[src/rtl/id_ex_alu_decode.sv]
// ID/EX pipeline register for RV32I ALU-class instructions: decodes instr into the
// execute-stage ALU control bundle and holds it behind a valid/ready handshake with flush.
package alu_op_pkg;
  typedef enum logic [3:0] {
    ALU_ADD  = 4'd0,
    ALU_SUB  = 4'd1,
    ALU_XOR  = 4'd2,
    ALU_OR   = 4'd3,
    ALU_AND  = 4'd4,
    ALU_SLL  = 4'd5,
    ALU_SRL  = 4'd6,
    ALU_SRA  = 4'd7,
    ALU_SLT  = 4'd8,
    ALU_SLTU = 4'd9
  } alu_op_t;

  typedef struct packed {
    alu_op_t     alu_op;
    logic        src2_imm;
    logic [31:0] imm;
    logic [4:0]  shamt_imm;
    logic        shamt_use_reg;
    logic [4:0]  rs1;
    logic [4:0]  rs2;
    logic [4:0]  rd;
    logic        reg_write;
    logic        is_branch;
    logic [2:0]  branch_f3;
    logic        illegal;
  } dec_t;
endpackage

module id_ex_alu_decode
  import alu_op_pkg::*;
#(
  parameter int XLEN = 32
) (
  input  logic            clk,
  input  logic            rst,
  input  logic            in_valid,
  output logic            in_ready,
  input  logic [31:0]     instr,
  input  logic [XLEN-1:0] pc,
  input  logic            flush,
  output logic            out_valid,
  input  logic            out_ready,
  output alu_op_t         alu_op,
  output logic            src2_imm,
  output logic [XLEN-1:0] imm_out,
  output logic [4:0]      shamt_imm,
  output logic            shamt_use_reg,
  output logic [4:0]      rs1,
  output logic [4:0]      rs2,
  output logic [4:0]      rd,
  output logic            reg_write,
  output logic            is_branch,
  output logic [2:0]      branch_f3,
  output logic            illegal,
  output logic [XLEN-1:0] pc_out
);

  localparam logic [6:0] OPC_OP     = 7'b0110011;
  localparam logic [6:0] OPC_OP_IMM = 7'b0010011;
  localparam logic [6:0] OPC_BRANCH = 7'b1100011;
  localparam logic [6:0] F7_ZERO    = 7'b0000000;
  localparam logic [6:0] F7_ALT     = 7'b0100000;

  logic [6:0] w_opcode;
  logic [2:0] w_f3;
  logic [6:0] w_f7;
  logic       w_ok;
  logic       w_capture;
  dec_t       w_dec;

  dec_t            r_dec;
  logic [XLEN-1:0] r_pc;
  logic            r_out_valid;

  assign w_opcode = instr[6:0];
  assign w_f3     = instr[14:12];
  assign w_f7     = instr[31:25];

  // NOTE: every field gets a default before the case so no path can infer a latch.
  always_comb begin
    w_ok      = 1'b1;
    w_dec     = '0;
    w_dec.alu_op = ALU_ADD;
    w_dec.rs1 = instr[19:15];
    w_dec.rs2 = instr[24:20];
    w_dec.rd  = instr[11:7];
    case (w_opcode)
      OPC_OP: begin
        if (w_f7 == F7_ZERO) begin
          case (w_f3)
            3'b000:  w_dec.alu_op = ALU_ADD;
            3'b001:  w_dec.alu_op = ALU_SLL;
            3'b010:  w_dec.alu_op = ALU_SLT;
            3'b011:  w_dec.alu_op = ALU_SLTU;
            3'b100:  w_dec.alu_op = ALU_XOR;
            3'b101:  w_dec.alu_op = ALU_SRL;
            3'b110:  w_dec.alu_op = ALU_OR;
            default: w_dec.alu_op = ALU_AND;
          endcase
        end else if (w_f7 == F7_ALT && w_f3 == 3'b000) begin
          w_dec.alu_op = ALU_SUB;
        end else if (w_f7 == F7_ALT && w_f3 == 3'b101) begin
          w_dec.alu_op = ALU_SRA;
        end else begin
          w_ok = 1'b0;
        end
        w_dec.shamt_use_reg = (w_f3 == 3'b001) || (w_f3 == 3'b101);
        w_dec.reg_write     = (instr[11:7] != 5'd0);
      end
      OPC_OP_IMM: begin
        w_dec.src2_imm  = 1'b1;
        w_dec.imm       = {{20{instr[31]}}, instr[31:20]};
        w_dec.shamt_imm = instr[24:20];
        w_dec.reg_write = (instr[11:7] != 5'd0);
        case (w_f3)
          3'b000:  w_dec.alu_op = ALU_ADD;
          3'b010:  w_dec.alu_op = ALU_SLT;
          3'b011:  w_dec.alu_op = ALU_SLTU;
          3'b100:  w_dec.alu_op = ALU_XOR;
          3'b110:  w_dec.alu_op = ALU_OR;
          3'b111:  w_dec.alu_op = ALU_AND;
          3'b001: begin
            w_dec.alu_op = ALU_SLL;
            w_ok         = (w_f7 == F7_ZERO);
          end
          default: begin
            w_dec.alu_op = (w_f7 == F7_ALT) ? ALU_SRA : ALU_SRL;
            w_ok         = (w_f7 == F7_ZERO) || (w_f7 == F7_ALT);
          end
        endcase
      end
      OPC_BRANCH: begin
        w_dec.is_branch = 1'b1;
        w_dec.branch_f3 = w_f3;
        w_dec.imm       = {{19{instr[31]}}, instr[31], instr[7], instr[30:25], instr[11:8], 1'b0};
        case (w_f3)
          3'b000, 3'b001: w_dec.alu_op = ALU_SUB;
          3'b100, 3'b101: w_dec.alu_op = ALU_SLT;
          3'b110, 3'b111: w_dec.alu_op = ALU_SLTU;
          default:        w_ok = 1'b0;
        endcase
      end
      default: begin
        w_ok      = 1'b0;
        w_dec.rs1 = 5'd0;
        w_dec.rs2 = 5'd0;
        w_dec.rd  = 5'd0;
      end
    endcase
    // Illegal entries keep their register indices but carry no side effects.
    if (!w_ok) begin
      w_dec.alu_op        = ALU_ADD;
      w_dec.src2_imm      = 1'b0;
      w_dec.imm           = '0;
      w_dec.shamt_imm     = '0;
      w_dec.shamt_use_reg = 1'b0;
      w_dec.reg_write     = 1'b0;
      w_dec.is_branch     = 1'b0;
      w_dec.branch_f3     = '0;
      w_dec.illegal       = 1'b1;
    end
  end

  assign in_ready  = !r_out_valid || out_ready;
  assign w_capture = in_valid && in_ready && !flush;

  // NOTE: state registers use non-blocking assignments so all of them update together at the edge.
  always_ff @(posedge clk or posedge rst) begin
    if (rst) begin
      r_out_valid  <= 1'b0;
      r_pc         <= '0;
      r_dec        <= '0;
      r_dec.alu_op <= ALU_ADD;
    end else if (flush) begin
      r_out_valid <= 1'b0;
    end else if (w_capture) begin
      r_out_valid <= 1'b1;
      r_dec       <= w_dec;
      r_pc        <= pc;
    end else if (out_ready) begin
      r_out_valid <= 1'b0;
    end
  end

  assign out_valid     = r_out_valid;
  assign alu_op        = r_dec.alu_op;
  assign src2_imm      = r_dec.src2_imm;
  assign imm_out       = r_dec.imm;
  assign shamt_imm     = r_dec.shamt_imm;
  assign shamt_use_reg = r_dec.shamt_use_reg;
  assign rs1           = r_dec.rs1;
  assign rs2           = r_dec.rs2;
  assign rd            = r_dec.rd;
  assign reg_write     = r_dec.reg_write;
  assign is_branch     = r_dec.is_branch;
  assign branch_f3     = r_dec.branch_f3;
  assign illegal       = r_dec.illegal;
  assign pc_out        = r_pc;

endmodule

[config.mk]
export PLATFORM = sky130hd
export DESIGN_NAME = id_ex_alu_decode
export DESIGN_NICKNAME = d
export VERILOG_FILES = /design/src/rtl/id_ex_alu_decode.sv
export SDC_FILE = /design/constraint.sdc
export NUM_CORES = 1
export LEC_CHECK = 0
export CAP_MARGIN = 10
export CORE_MARGIN = 4
export CORE_UTILIZATION = 37
export CTS_CLUSTER_DIAMETER = 30
export DETAILED_ROUTE_END_ITERATION = 8
export PLACE_DENSITY = 0.75
export SLEW_MARGIN = 20
export SYNTH_ARGS = -nofsm -noshare
export SYNTH_HDL_FRONTEND = slang
export SYNTH_SLANG_ARGS = --single-unit
[constraint.sdc]
create_clock -name clk -period 2.64 [get_ports clk]
set_input_delay 0.66 -clock clk [delete_from_list [all_inputs] [get_ports clk]]
set_output_delay 0.66 -clock clk [all_outputs]
set_load 0.05 [all_outputs]
==> summary.txt <==
Critical path
  • CP delay by family, top: buffers and inverters
  • WP data arrival: around 1.9 ns
  • Buf+Inv Stages, Crit Path: 1
  • CP max stage cell: clkdlybuf4s50_1
  • Setup Crit Path Kind: flop to output port
  • Max FO, Critical Path: 21
  • Critical Path Start Type: flop
  • CP endpoint kind: output port
  • Reg2Reg Setup Slack: a little under 1 ns
  • Critical Path RT: roughly 2.0 ns
  • Critical path cell sequence: clkdlybuf4s50_1
  • Largest stage delay, worst path: approximately 0.9 ns

Timing
  • Max_slew headroom: 0.637
  • Hold Slack: about 0.48 ns
  • Fin crit period: about 2.5 ns
  • Final Hold Fails: 0
  • Highest clock rate: 399 MHz
  • Final Slew Violations: 0
  • Final setup viols: 0
  • Post-Route Setup TNS: 0 ns
  • Period utilisation layout: 0.950
  • Clock Skew: 0.00882 ns
  • Tightest Pin Transition: around 0.54 ns

Finish
  • Share of layout cells above drive strength 1: 0.0962
  • Max FFs per register: 32
  • Final non-filler cell total: around 660
  • Synthesis-to-layout area growth: 59.2%
  • Ant diodes: 0
  • Net count, final: roughly 600

Clock tree
  • CTS Buf Count: 9
  • CTS tree: done
  • CTS HTree Levels: 3
  • Longest Clk Path Bufs: 2
  • Clk root buf: clkbuf_8
  • Worst-Skew Late Latency: between 0.3 and 0.4 ns
  • CTS clk-pin slew, worst paths: 0.08 ns
  • Post-CTS Setup Inserts: 0
  • Total clock sinks: a little under 80

Synthesis
  • Top cells by count, synth: 127 x nand2_1, 78 x dfrtp_1, 20 x buf_4, 17 x nor2_1, 16 x clkbuf_1
  • Synth top area cells: dfrtp_1 55%, nand2_1 14%, buf_4 4.3%, a22o_1 3.7%, a32o_1 2.3%
  • Synth Area in Adders: 0.0170
  • Area leader, netlist: dfrtp_1
  • #FFs+latches synth: 78
  • Async S/R FF share, synth: 1.00
  • Synth Instances: between 300 and 400
  • Top_reg_cell synth: dfrtp_1
  • Library cells used by synthesis: 46
  • Syn_nets: roughly 440
  • Mux contribution to synthesized area: 0
  • Compound-gate portion of the synthesized area: 0.143
  • Synth Warn #: 0
  • Most numerous cell in the Yosys netlist: nand2_1
  • Synth top area share: 0.554
  • Avg Cell Area, Syn: roughly 9.7 sq um
  • EDFF count, synth: 0
  • Seq/Total Area, Yosys: 0.554
  • Post-Synth XOR/XNOR Area: 0
  • Cell Area, Synth: ~0.0035 sq mm
  • Largest family of logic cells by synthesized area: simple AND/OR/NAND/NOR gates
  • Simple-gate portion of the synthesized area: 0.214

Route
  • Final ANT Viol Nets: 0
  • Number of detailed-route iterations in the first pass: 4
  • Final WL: between 10000 and 15000 um
  • Via density: ~4.9
  • Initial DRC Count: between 100 and 150
  • Routed len/inst: 16.1 um
  • Drt drc: 0
  • Vias: between 3k and 4k

Floorplanning
  • Die W: 106 um
  • Starting density of the core: 0.381
  • Std-Cell Rows: 35
  • I/O Pins: about 170
  • Core Box Area: between 0.009 and 0.01 sq mm
  • Die area: 0.0111 sq mm
  • Die height: between 100 and 150 um

Place
  • RD Place Congestion: approximately 0.9
  • DP HPWL: ~8000 um
  • Placed insts: between 600 and 700
  • Port buffer count: between 150 and 200

Status
  • Status: completed

Min path
  • Worst min-delay path class: flop to flop

Global routing
  • Gr ovfl total: 0
  • Vias in the first global route: roughly 3.3k
  • Largest net degree at the start of global routing: 44
  • GRT Overall Usage: 0.189
  • Global-route wire length before repair: ~17000 um
  • Initial antenna violation count: 0

Power
  • Static Leak: between 2 and 3 nW
  • Maximum VDD drop: roughly 0.27 mV
  • Power Density: 565 mW/mm^2

Job
  • Max Cap Viol: 0
==> kinds of logic after synthesis <==
family,Yosys count
and+or+nand+nor,172
DFF,78
AOI/OAI and AO/OA,63
buffers and inverters,46
adders and majority gates,5
==> stage by stage <==
step	worst slack [ns]	area (sq um)	power (W)	util
global placement	0.0522	5350	0.00221	0.579
CTS	0.00581	5560	0.00320	0.602
finish	0.133	5610	0.00317	0.607
floorplan	0.390	3530	0.00185	-
global route	-0.00751	5610	0.00331	0.607
detailed placement	-0.0442	5350	0.00223	0.579
==> metal layers <==
metal	global-route usage	part of all wire	vias to the layer above
met2	0.335	0.52	124
met3	0.0435	0.061	16
li1	-	-	1539
met1	0.231	0.41	1576
met4	0.0500	0.014	0
met5	0	0	-
==> worst paths after layout <==
kind                                  start          end  cells after the start
max in group asynchronous               rst   pc_out[23]                      3
min in group asynchronous               rst   pc_out[30]                      2
worst max register to register    out_valid       rs2[3]                      6
worst max-delay path            imm_out[30]  imm_out[29]                      1
worst min-delay path             imm_out[0]   imm_out[0]                      2
worst min register to register   imm_out[0]   imm_out[0]                      2
==> cell usage in the layout, fill, tap and decap left out, drive strengths merged, types with 2 or more instances in the layout <==
cell           count
a211oi             3
a21oi              4
a221oi             3
a22o              15
a31oi              5
a32o               8
buf               27
bufinv             2
clkbuf            10
clkdlybuf4s50    147
clkinvlp           3
dfrtp             78
dlymetal6s2s      18
ha                 4
inv                5
nand2            127
nand2b             3
nand3              5
nand3b             2
nor2              17
nor2b              4
nor3b              2
nor4               3
o21a               2
o21ai             13
o31ai              5
==> cell type report <==
type | count | area [sq um]
fillers | 800 | 3630
flip-flops and latches | 78 | 1950
repair buffers | 192 | 1940
multi-input cells | 240 | 1320
well taps | 129 | 161
clock buffers | 10 | 128
clock inverters | 5 | 83.8
inverters | 5 | 22.5
==> power by group <==
group / internal [W] / switching [W] / total [W]
Combinational: 0.000323 / 0.000543 / 0.000866
Sequential: 0.00128 / 0.0000496 / 0.00133
Clock: 0.000531 / 0.000435 / 0.000966
==> what timing repair did <==
item / CTS / global route
hold buffers: 0 / 0
endpoints found under the setup margin: 0 / 20
resized for setup: 0 / 18
endpoints found under the hold margin: 0 / 0
Power figures use the tool's default switching activity.
==> variant (same settings) <==
Reset style: synchronous (`rst`), changed in one clocked block.
--- a/src/rtl/id_ex_alu_decode.sv
+++ b/src/rtl/id_ex_alu_decode.sv
@@ -171,3 +171,3 @@
   // NOTE: state registers use non-blocking assignments so all of them update together at the edge.
-  always_ff @(posedge clk or posedge rst) begin
+  always_ff @(posedge clk) begin
     if (rst) begin
Check against the original RTL: differs if rst is asserted again (counterexample within 4 cycles, from zero or initial values and one cycle with rst high); with rst held inactive, the same outputs for 4 cycles.
==> variant against the original RTL <==
- die area shrank 8.8%
- cell area shrank 7.2%
- wire length shrank 5.9%
- area after synthesis shrank 9.4%
- clock skew grew 0.0019 ns
- worst setup slack gained 0.0032 ns
- sequential cell count is the same
- first-iteration DRC count shrank 22%
- critical endpoint is now alu_op[0]$_SDFFE_PP0P_
Power is not compared: it rests on default switching activity, and its combinational part moved more than twofold at a synthesized area within 25%.
==> variant: results <==
export IMPL_status="complete, no violations"
export IMPL_dr_first_iter_drc_count=104
export IMPL_relSlewSlack=0.642
export IMPL_wl_met2_mm=5.02
export IMPL_post_drt_wl_per_cell_um=15.4
export IMPL_grt_util_met3=0.0692
export IMPL_hp_start="alu_op[1]$_SDFFE_PP0P_"
export IMPL_met1_length_mm=4.01
export IMPL_max_stage_delay_ns=0.63
export IMPL_synth_area_top_cells="dfxtp_1 (49%), nand2_1 (8.9%), a22oi_1 (7.5%)"
export IMPL_grt_pass1_wl_mm=15.8
export IMPL_synth_compound_area_frac=0.223
export IMPL_min_to="alu_op[1]$_SDFFE_PP0P_"
export IMPL_async_flop_share=0
export IMPL_crit_fanout=9
export IMPL_arrival_ns=2.77
export IMPL_ys_top_cells_by_count="dfxtp_1 (78), nand2_1 (76), a21oi_1 (43)"
export IMPL_rrSetupSlack_ns=0.82
export IMPL_timing_rr_start="out_valid$_SDFFE_PP0P_"
export IMPL_grtUsageMet1=0.228
export IMPL_finClkSkew_ns=0.0107
export IMPL_drive_gt1_frac=0.117
export IMPL_use_met2=0.335
export IMPL_wl_met3_um=896
export IMPL_fillerInstances=718
-- variant: through the flow --
stage | setup TNS (ns) | power (mW) | std cells | setup WS, ns | hold WS, ns
2_1_floorplan | 0 | 1.43 | 377 | 0.153 | 0.660
3_3_place_gp | -2.65 | 1.64 | 635 | -0.179 | 0.438
3_5_place_dp | -3.49 | 1.65 | 635 | -0.221 | 0.441
4_1_cts | 0 | 2.53 | 651 | 0.0993 | 0.452
5_1_grt | 0 | 2.61 | 651 | 0.0218 | 0.479
6_report | 0 | 2.50 | 651 | 0.136 | 0.447
-- variant: final cells by class --
class	instances	share of cell area
flip-flops and latches	78	0.300
repair buffers	199	0.368
multi-input cells	249	0.266
well taps	105	0.0252
clock buffers	9	0.0238
clock inverters	7	0.0142
inverters	4	0.00288
-- variant: worst register-to-register path: cells and delay by family (launching register included) --
kind	cells	cell delay [ns]
DFF	1	0.31
AOI/OAI and AO/OA	2	0.33
and+or+nand+nor	3	0.94
buffers and inverters	1	0.16
